File: src/rtl/input_confirm_handshake.sv
// input_confirm_handshake: producer end of the CPU IData channel.
// When the CPU requests input, the core is stalled until the confirmation
// button is pressed and released. The switch value is then extended to word
// width and handed over with a one-cycle data_valid strobe.
//
// Optional build macro INPUT_CONFIRM_TIMEOUT_EN: if no press arrives within
// TIMEOUT_CYCLES cycles of arming, a zero word is delivered and timed_out
// pulses alongside data_valid. When the macro is undefined, ARMED waits
// indefinitely and timed_out stays 0.
//
//   state   | meaning
//   --------+--------------------------------------------------------------
//   IDLE    | no input instruction pending, core runs
//   ARMED   | core stalled, waiting for a fresh button press (LED on)
//   HELD    | switches captured, waiting for the button to be released
//   DELIVER | one cycle: data_out updated, data_valid high, stall released
//   DONE    | delivered, waiting for input_request to drop before re-arming
module input_confirm_handshake #(
   parameter int IO_WIDTH       = 16,
   parameter int WORD_SIZE      = 32,
   parameter int TIMEOUT_CYCLES = 50000000
) (
   input  logic                 fast_clock,
   input  logic                 reset,
   input  logic                 input_request,
   input  logic                 sign_extend_input,
   input  logic [IO_WIDTH-1:0]  sw,
   input  logic                 confirmation,
   output logic [WORD_SIZE-1:0] data_out,
   output logic                 data_valid,
   output logic                 stall,
   output logic                 waiting,
   output logic                 timed_out
);

   typedef enum logic [2:0] {
      S_IDLE    = 3'd0,
      S_ARMED   = 3'd1,
      S_HELD    = 3'd2,
      S_DELIVER = 3'd3,
      S_DONE    = 3'd4
   } state_t;

   // The extension below needs at least one bit of headroom, and the timeout
   // needs at least two cycles so the load value is non-negative.
   if (WORD_SIZE <= IO_WIDTH || TIMEOUT_CYCLES < 2) begin : g_bad_cfg
      $error("input_confirm_handshake: unsupported parameter combination");
   end

   state_t                state_q, state_d;
   logic [WORD_SIZE-1:0]  shadow_q, shadow_d;
   logic [WORD_SIZE-1:0]  data_out_q, data_out_d;
   logic                  data_valid_q, data_valid_d;
   logic                  stall_q, stall_d;
   logic                  waiting_q, waiting_d;
   logic                  timed_out_q, timed_out_d;
   logic                  conf_s1_q, conf_s2_q, conf_prev_q;
   logic                  conf_rise;
   logic                  tmr_done;
   logic [WORD_SIZE-1:0]  sw_ext;

   // Two-flop synchronizer plus one history flop for rising-edge detection.
   always_ff @(posedge fast_clock or negedge reset) begin
      if (!reset) begin
         conf_s1_q   <= 1'b0;
         conf_s2_q   <= 1'b0;
         conf_prev_q <= 1'b0;
      end else begin
         conf_s1_q   <= confirmation;
         conf_s2_q   <= conf_s1_q;
         conf_prev_q <= conf_s2_q;
      end
   end

   assign conf_rise = conf_s2_q & ~conf_prev_q;

   // Width extension of the raw switches, sign or zero per sign_extend_input.
   always_comb begin
      sw_ext = {{(WORD_SIZE-IO_WIDTH){sign_extend_input & sw[IO_WIDTH-1]}}, sw};
   end

`ifdef INPUT_CONFIRM_TIMEOUT_EN
   localparam int TMR_W = $clog2(TIMEOUT_CYCLES + 1);
   localparam logic [TMR_W-1:0] TMR_LOAD = TMR_W'(TIMEOUT_CYCLES - 1);

   logic [TMR_W-1:0] tmr_q, tmr_d;

   // Down-counter preloaded outside ARMED so it starts full on entry; reaching
   // zero marks the last ARMED cycle before the timeout delivery.
   always_comb begin
      tmr_d = tmr_q;
      if (state_q != S_ARMED) begin
         tmr_d = TMR_LOAD;
      end else if (tmr_q != '0) begin
         tmr_d = tmr_q - 1'b1;
      end
   end

   // Timeout counter register.
   always_ff @(posedge fast_clock or negedge reset) begin
      if (!reset) begin
         tmr_q <= '0;
      end else begin
         tmr_q <= tmr_d;
      end
   end

   assign tmr_done = (state_q == S_ARMED) && (tmr_q == '0);
`else
   assign tmr_done = 1'b0;
`endif

   // Next-state and next-output decode; outputs follow the next state so
   // they line up with the state they describe.
   always_comb begin
      state_d     = state_q;
      shadow_d    = shadow_q;
      data_out_d  = data_out_q;
      timed_out_d = 1'b0;
      case (state_q)
         S_IDLE: begin
            if (input_request) state_d = S_ARMED;
         end
         S_ARMED: begin
            // Abort beats a same-cycle press; a press beats a same-cycle expiry.
            if (!input_request) begin
               state_d = S_IDLE;
            end else if (conf_rise) begin
               shadow_d = sw_ext;
               state_d  = S_HELD;
            end else if (tmr_done) begin
               shadow_d    = '0;
               data_out_d  = '0;
               timed_out_d = 1'b1;
               state_d     = S_DELIVER;
            end
         end
         S_HELD: begin
            if (!input_request) begin
               state_d = S_IDLE;
            end else if (!conf_s2_q) begin
               data_out_d = shadow_q;
               state_d    = S_DELIVER;
            end
         end
         S_DELIVER: begin
            state_d = S_DONE;
         end
         S_DONE: begin
            if (!input_request) state_d = S_IDLE;
         end
         default: begin
            state_d = S_IDLE;
         end
      endcase
      stall_d      = (state_d == S_ARMED) || (state_d == S_HELD);
      waiting_d    = (state_d == S_ARMED);
      data_valid_d = (state_d == S_DELIVER);
   end

   // State and registered outputs.
   always_ff @(posedge fast_clock or negedge reset) begin
      if (!reset) begin
         state_q      <= S_IDLE;
         shadow_q     <= '0;
         data_out_q   <= '0;
         data_valid_q <= 1'b0;
         stall_q      <= 1'b0;
         waiting_q    <= 1'b0;
         timed_out_q  <= 1'b0;
      end else begin
         state_q      <= state_d;
         shadow_q     <= shadow_d;
         data_out_q   <= data_out_d;
         data_valid_q <= data_valid_d;
         stall_q      <= stall_d;
         waiting_q    <= waiting_d;
         timed_out_q  <= timed_out_d;
      end
   end

   assign data_out   = data_out_q;
   assign data_valid = data_valid_q;
   assign stall      = stall_q;
   assign waiting    = waiting_q;
   assign timed_out  = timed_out_q;

endmodule

File: config.mk
export PLATFORM = sky130hd
export DESIGN_NAME = input_confirm_handshake
export DESIGN_NICKNAME = d
export VERILOG_FILES = /design/src/rtl/input_confirm_handshake.sv
export SDC_FILE = /design/constraint.sdc
export NUM_CORES = 1
export LEC_CHECK = 0
export ABC_CLOCK_PERIOD_IN_PS = 2400
export BUFFER_PORTS_ARGS = -buffer_cell sky130_fd_sc_hd__buf_2
export CAP_MARGIN = 20
export CORE_UTILIZATION = 42
export DETAILED_ROUTE_END_ITERATION = 10
export PLACE_DENSITY = 0.68
export SLEW_MARGIN = 20
export SYNTH_ARGS = -nofsm -noshare
export SYNTH_HDL_FRONTEND = slang
export SYNTH_SLANG_ARGS = --single-unit
File: constraint.sdc
create_clock -name fast_clock -period 2.4 [get_ports fast_clock]
set_input_delay 0.24 -clock fast_clock [delete_from_list [all_inputs] [get_ports fast_clock]]
set_output_delay 0.24 -clock fast_clock [all_outputs]
set_load 0.01 [all_outputs]
=== After elaboration in Yosys (flattened, before gate mapping) ===
Index checks and enable logic that the tools add are counted.

* Register bits: 43
* Bits in latches: 0
* Memory bits (writable): 0
* Bits in read-only memories: 0
* Bits of input ports: 21
* Output and inout bits: 36
* Logic and storage cells: 31
* Memories: 0

* Add/subtract/negate cells: 0
* Multiply operators: 0
* Div/mod/pow operators: 0
* Magnitude comparators: 0
* Eq/ne operators: 7
* Shift-type cells: 0
* Multiplexer cells: 7
* Bitwise gates (word level): 4
* Reduce and logical (&&, ||, !) cells: 4

{| class="wikitable"
|+ Operator list
! kind !! count
|-
| $mux W3 || 6
|-
| $pmux W3 S5 || 1
|-
| $eq A3 B2 Y1 const B || 4
|-
| $eq A3 B1 Y1 const B || 2
|-
| $reduce_and A3 Y1 || 2
|-
| $eq A3 B3 Y1 const B || 1
|-
| $logic_not A3 Y1 || 1
|-
| $and A1 B1 Y1 || 2
|-
| $not A1 Y1 || 2
|-
| $logic_or A1 B1 Y1 || 1
|}

=== Depth between registers and ports, before layout ===
* Depth in word-level cells: 7
* Gate-level depth with buffers: 5
* Gate-level depth less buffers: 3

=== Worst setup path after synthesis ===
Ideal clock, no wire load.

* Path kind: register to register
* Start: register state_q[0]
* End: register data_out_q[10], in the netlist data_out[10]
* Arrival time: 1516 ps
* Path slack: 759 ps
* Stages on the path, launching flop included: 5
* Period minus slack after synthesis: 1641 ps
* Path through: dfrtp_1 -> nand2b_1 -> nor3_2 -> buf_6 -> mux2_2

* Cells in the longest elaborated chain, start to end: 2

{| class="wikitable"
|+ Ends and longest elaborated chain
! item !! line !! text
|-
| from (decl) || 50 || <nowiki>state_t state_q, state_d;</nowiki>
|-
| from (signal assigned) || 172 || <nowiki>state_q <= state_d;</nowiki>
|-
| $eq A3 B2 Y1 || 120 || <nowiki>case (state_q)</nowiki>
|-
| $reduce_and A3 Y1 (no line) || - ||
|-
| to (signal assigned) || 174 || <nowiki>data_out_q <= data_out_d;</nowiki>
|-
| to (decl) || 52 || <nowiki>logic [WORD_SIZE-1:0] data_out_q, data_out_d;</nowiki>
|}

No other way between the ends.
A chain may end at the register's enable or synchronous reset.

=== Worst setup path in the final report ===
* Start: register state_q[0]
* End: register shadow_q[12]

* Cells in the longest elaborated chain, start to end: 2

{| class="wikitable"
|+ Ends and longest elaborated chain
! item !! line !! text
|-
| $eq A3 B1 Y1 || 120 ||
|-
| $reduce_and A3 Y1 (no line) || - ||
|-
| to (signal assigned) || 173 || <nowiki>shadow_q <= shadow_d;</nowiki>
|-
| to (decl) || 51 || <nowiki>logic [WORD_SIZE-1:0] shadow_q, shadow_d;</nowiki>
|}

No other way between the ends.

==> summary by stage <==
STA
The hold violation total from the final report is 0. Of the available clock period, the critical path in the final layout requires 0.7350. The clock arrives with 0.003613 ns of skew. For the final routed database, the setup TNS stands at 0 ns. The final number of max-transition violations is 0. Setup repair after global routing left no endpoint under its margin. At the pin with the least slew margin, the transition time is 0.9278 ns. The final-layout worst hold slack is around 0.047 ns. Setup violations remaining at the end of the flow were counted as 0. The maximum clock rate is approximately 570 MHz.

The remaining max-slew budget at the tightest pin is 0.3815. The shortest clock period the worst path allows after layout is 1.764 ns.

Global routing
The total congestion overflow after global routing is 0. The wire length of the first global-routing pass is ~4700 µm. The number of antenna violations at the first check in global routing is 0. The global-route usage over all layers is 0.1480. The via count of the first global-routing pass is 985. The pin count of the biggest net entering global routing is 44.

Logic synthesis
The total of flip-flops plus latches after synthesis is 43. After synthesis, the mean cell area works out to 15.05 µm². The combinational family with the most area after synthesis is multiplexers. The adder-cell share of the synthesized area is 0. The basic-gate share of the synthesized area counting and, or, nand and nor cells is 0.04444. The number of different library cells used by synthesis comes to 21. After synthesis the cells add up to 0.001745 mm². By area the synthesized netlist is led by sky130_fd_sc_hd__dfrtp_1 62%, sky130_fd_sc_hd__mux2_2 21%, sky130_fd_sc_hd__buf_4 7.3%. The post-synthesis cell count is about 120. The synthesized netlist net count is 137. The share of the synthesized area in compound gates (AO/OA/AOI/OAI) is 0.02151. During synthesis, Yosys emitted a total of 0 warnings. The xor/xnor share of the synthesized area is 0.

The post-synthesis cell type with the largest combined area is sky130_fd_sc_hd__dfrtp_1. The portion of synthesized area spent on multiplexers is 0.2186. The sequential area share after synthesis is 0.6165. The fraction of synthesized cell area taken by the top area cell type is 0.6165.

Worst setup path
Data on the critical path is required at its endpoint by 2.59 ns. The critical path launch point type is a register. The setup check on the worst reg-to-reg path leaves a slack of 0.64 ns. Counting cells, the worst reg-to-reg path comes to 3. The classification of the worst setup path is reg2reg. The kind of end point of the critical path is a register. At the worst endpoint, the arrival time is 1.95 ns. Of all nets on the critical path, the largest fanout is 17.

Min path
In this run the worst hold path is classified as in2reg. The cell depth of the worst hold path is 1.

Clocking
Clock-pin slew was measured on the worst setup and hold paths at 0.08 ns. The number of setup buffers added after CTS is 0. The cell sitting at the root of the clock tree is a sky130_fd_sc_hd__clkbuf_8. The post-cts sizing count is 0. The maximum clock path buffer count is 2.

The clock reaches the later pin of the worst-skew pair after slightly below 0.3 ns. Counting every sink on the clock net gives 43. The H-tree was split into 2 levels.

The number of hold-repair buffers added at the cts stage is 0. The CTS tree is done. Clock tree synthesis inserted a total of 5 buffers.

Cells and area
Leaving out fill and tap cells, the most frequent cells in the layout are 55 x sky130_fd_sc_hd__buf_2, 43 x sky130_fd_sc_hd__dfrtp_1, 33 x sky130_fd_sc_hd__mux2_2. Leaving out fill and tap cells, the most frequent cell in the layout is sky130_fd_sc_hd__buf_2. In the final layout, the share of cells above drive strength 1 is 0.6211. The layout overhead on the synthesized area is 15.84%. At the end of the flow the core is filled with cells to 0.5055. In the final design database the tool counted around 180 nets.

The repair_antennas step left the layout with diodes totalling 0.

Floorplanning
The die covers 0.004418 mm². The initial standard-cell utilization of the core is 0.4363. In this run the count of I/O pins placed on the die edge is 57.

From left edge to right edge, the die measures ~66 µm. The floorplan step defined a core boundary enclosing 0.004000 mm². The total number of placement rows is 23.

The die extent in y is 66.47 µm.

Run status
The flow ran to the end, and the final reports show no timing, DRC or antenna violations.

Routing
The detail route stage leaves a number of antenna-violating nets equal to 0. Wires add up to 2925 µm. The number of vias per cell is 4.749. The count of TritonRoute iterations in the first routing pass is 4. Detailed routing inserted a total of ~1000 vias. Dividing the detail-routed wire length by the instance count gives between 10 and 15 µm.

After detailed routing, the number of remaining DRC violations is 0. The first routing iteration left 16 violations.

Run
The tool flagged a number of max-cap violations equal to 0.

Placement
The placer's final routability congestion estimate is between 0.6 and 0.7. The detailed placement HPWL is 2093 µm. The port buffer count is 55.

Power
In this run the static leakage power is 1.064 nW. The power density relative to cell area is 892.7 mW/mm². VDD sags by at most 509.0 µV.
## synthesized netlist by cell type
cell / n
sky130_fd_sc_hd__dfrtp_1: 43
sky130_fd_sc_hd__mux2_2: 33
sky130_fd_sc_hd__buf_4: 17
sky130_fd_sc_hd__buf_6: 3
sky130_fd_sc_hd__inv_1: 2
sky130_fd_sc_hd__nand2_1: 2
sky130_fd_sc_hd__nand3b_1: 2
sky130_fd_sc_hd__a21o_2: 1
sky130_fd_sc_hd__a21oi_1: 1
sky130_fd_sc_hd__a221oi_1: 1
sky130_fd_sc_hd__conb_1: 1
sky130_fd_sc_hd__mux2i_1: 1
sky130_fd_sc_hd__nand2b_1: 1
sky130_fd_sc_hd__nand2b_4: 1
sky130_fd_sc_hd__nor2_1: 1
sky130_fd_sc_hd__nor3_2: 1
sky130_fd_sc_hd__nor3b_1: 1
sky130_fd_sc_hd__o21a_1: 1
sky130_fd_sc_hd__o31ai_1: 1
sky130_fd_sc_hd__or2b_1: 1
sky130_fd_sc_hd__or3_1: 1
## path summary, 6_finish.rpt
kind / startpoint / endpoint
max reg2reg: state_q[0] / shadow_q[12]
min: confirmation / conf_s1_q
max: state_q[0] / shadow_q[12]
min in group asynchronous: reset / data_out[11]
min reg2reg: conf_s1_q / conf_s2_q
max in group asynchronous: reset / conf_s1_q
## kinds of logic after synthesis
| family | Yosys count |
|---|---|
| AO/OA/AOI/OAI | 5 |
| flip-flops | 43 |
| AND/OR/NAND/NOR | 11 |
| multiplexers | 34 |
| other | 1 |
| buffers and inverters | 22 |
## critical path, cell delays in order (launching register included)
cell,delay [ns]
sky130_fd_sc_hd__dfrtp_1,0.45
sky130_fd_sc_hd__nand3b_1,0.14
sky130_fd_sc_hd__or3_1,0.66
sky130_fd_sc_hd__mux2_2,0.40
## area by class of cell
cell class / count / area [µm²]
multi-input combinational: 51 / 500.5
clock inverter: 2 / 12.51
sequential: 43 / 1076
timing repair buffer: 57 / 290.3
inverter: 2 / 7.507
tap: 50 / 62.56
clock buffer: 6 / 72.57
fill: 354 / 1978
## routing by layer
layer	share of wire	global-route usage	up-vias
met5	0	0	-
met4	0.021	0.08511	0
met3	0.062	0.05308	5
met2	0.51	0.2385	43
met1	0.41	0.1689	491
li1	-	-	463
## through the flow
step                      setup slack (ns)  instances  power [mW]  area [µm²]
after floorplan                     0.7593        116       1.273        1745
after global placement              0.6911        203       1.360        1937
after detailed placement            0.6279        203       1.388        1937
after CTS                           0.6242        211       1.831        2022
after global routing                0.5418        211       1.921        2022
final                               0.6360        211       1.805        2022
## where the power goes
group          internal [mW]  switching, mW
Combinational          0.214          0.177
Clock                  0.203          0.237
Sequential             0.883         0.0910
Total                   1.30          0.505
Note: power is estimated with default switching activity, not from simulation.
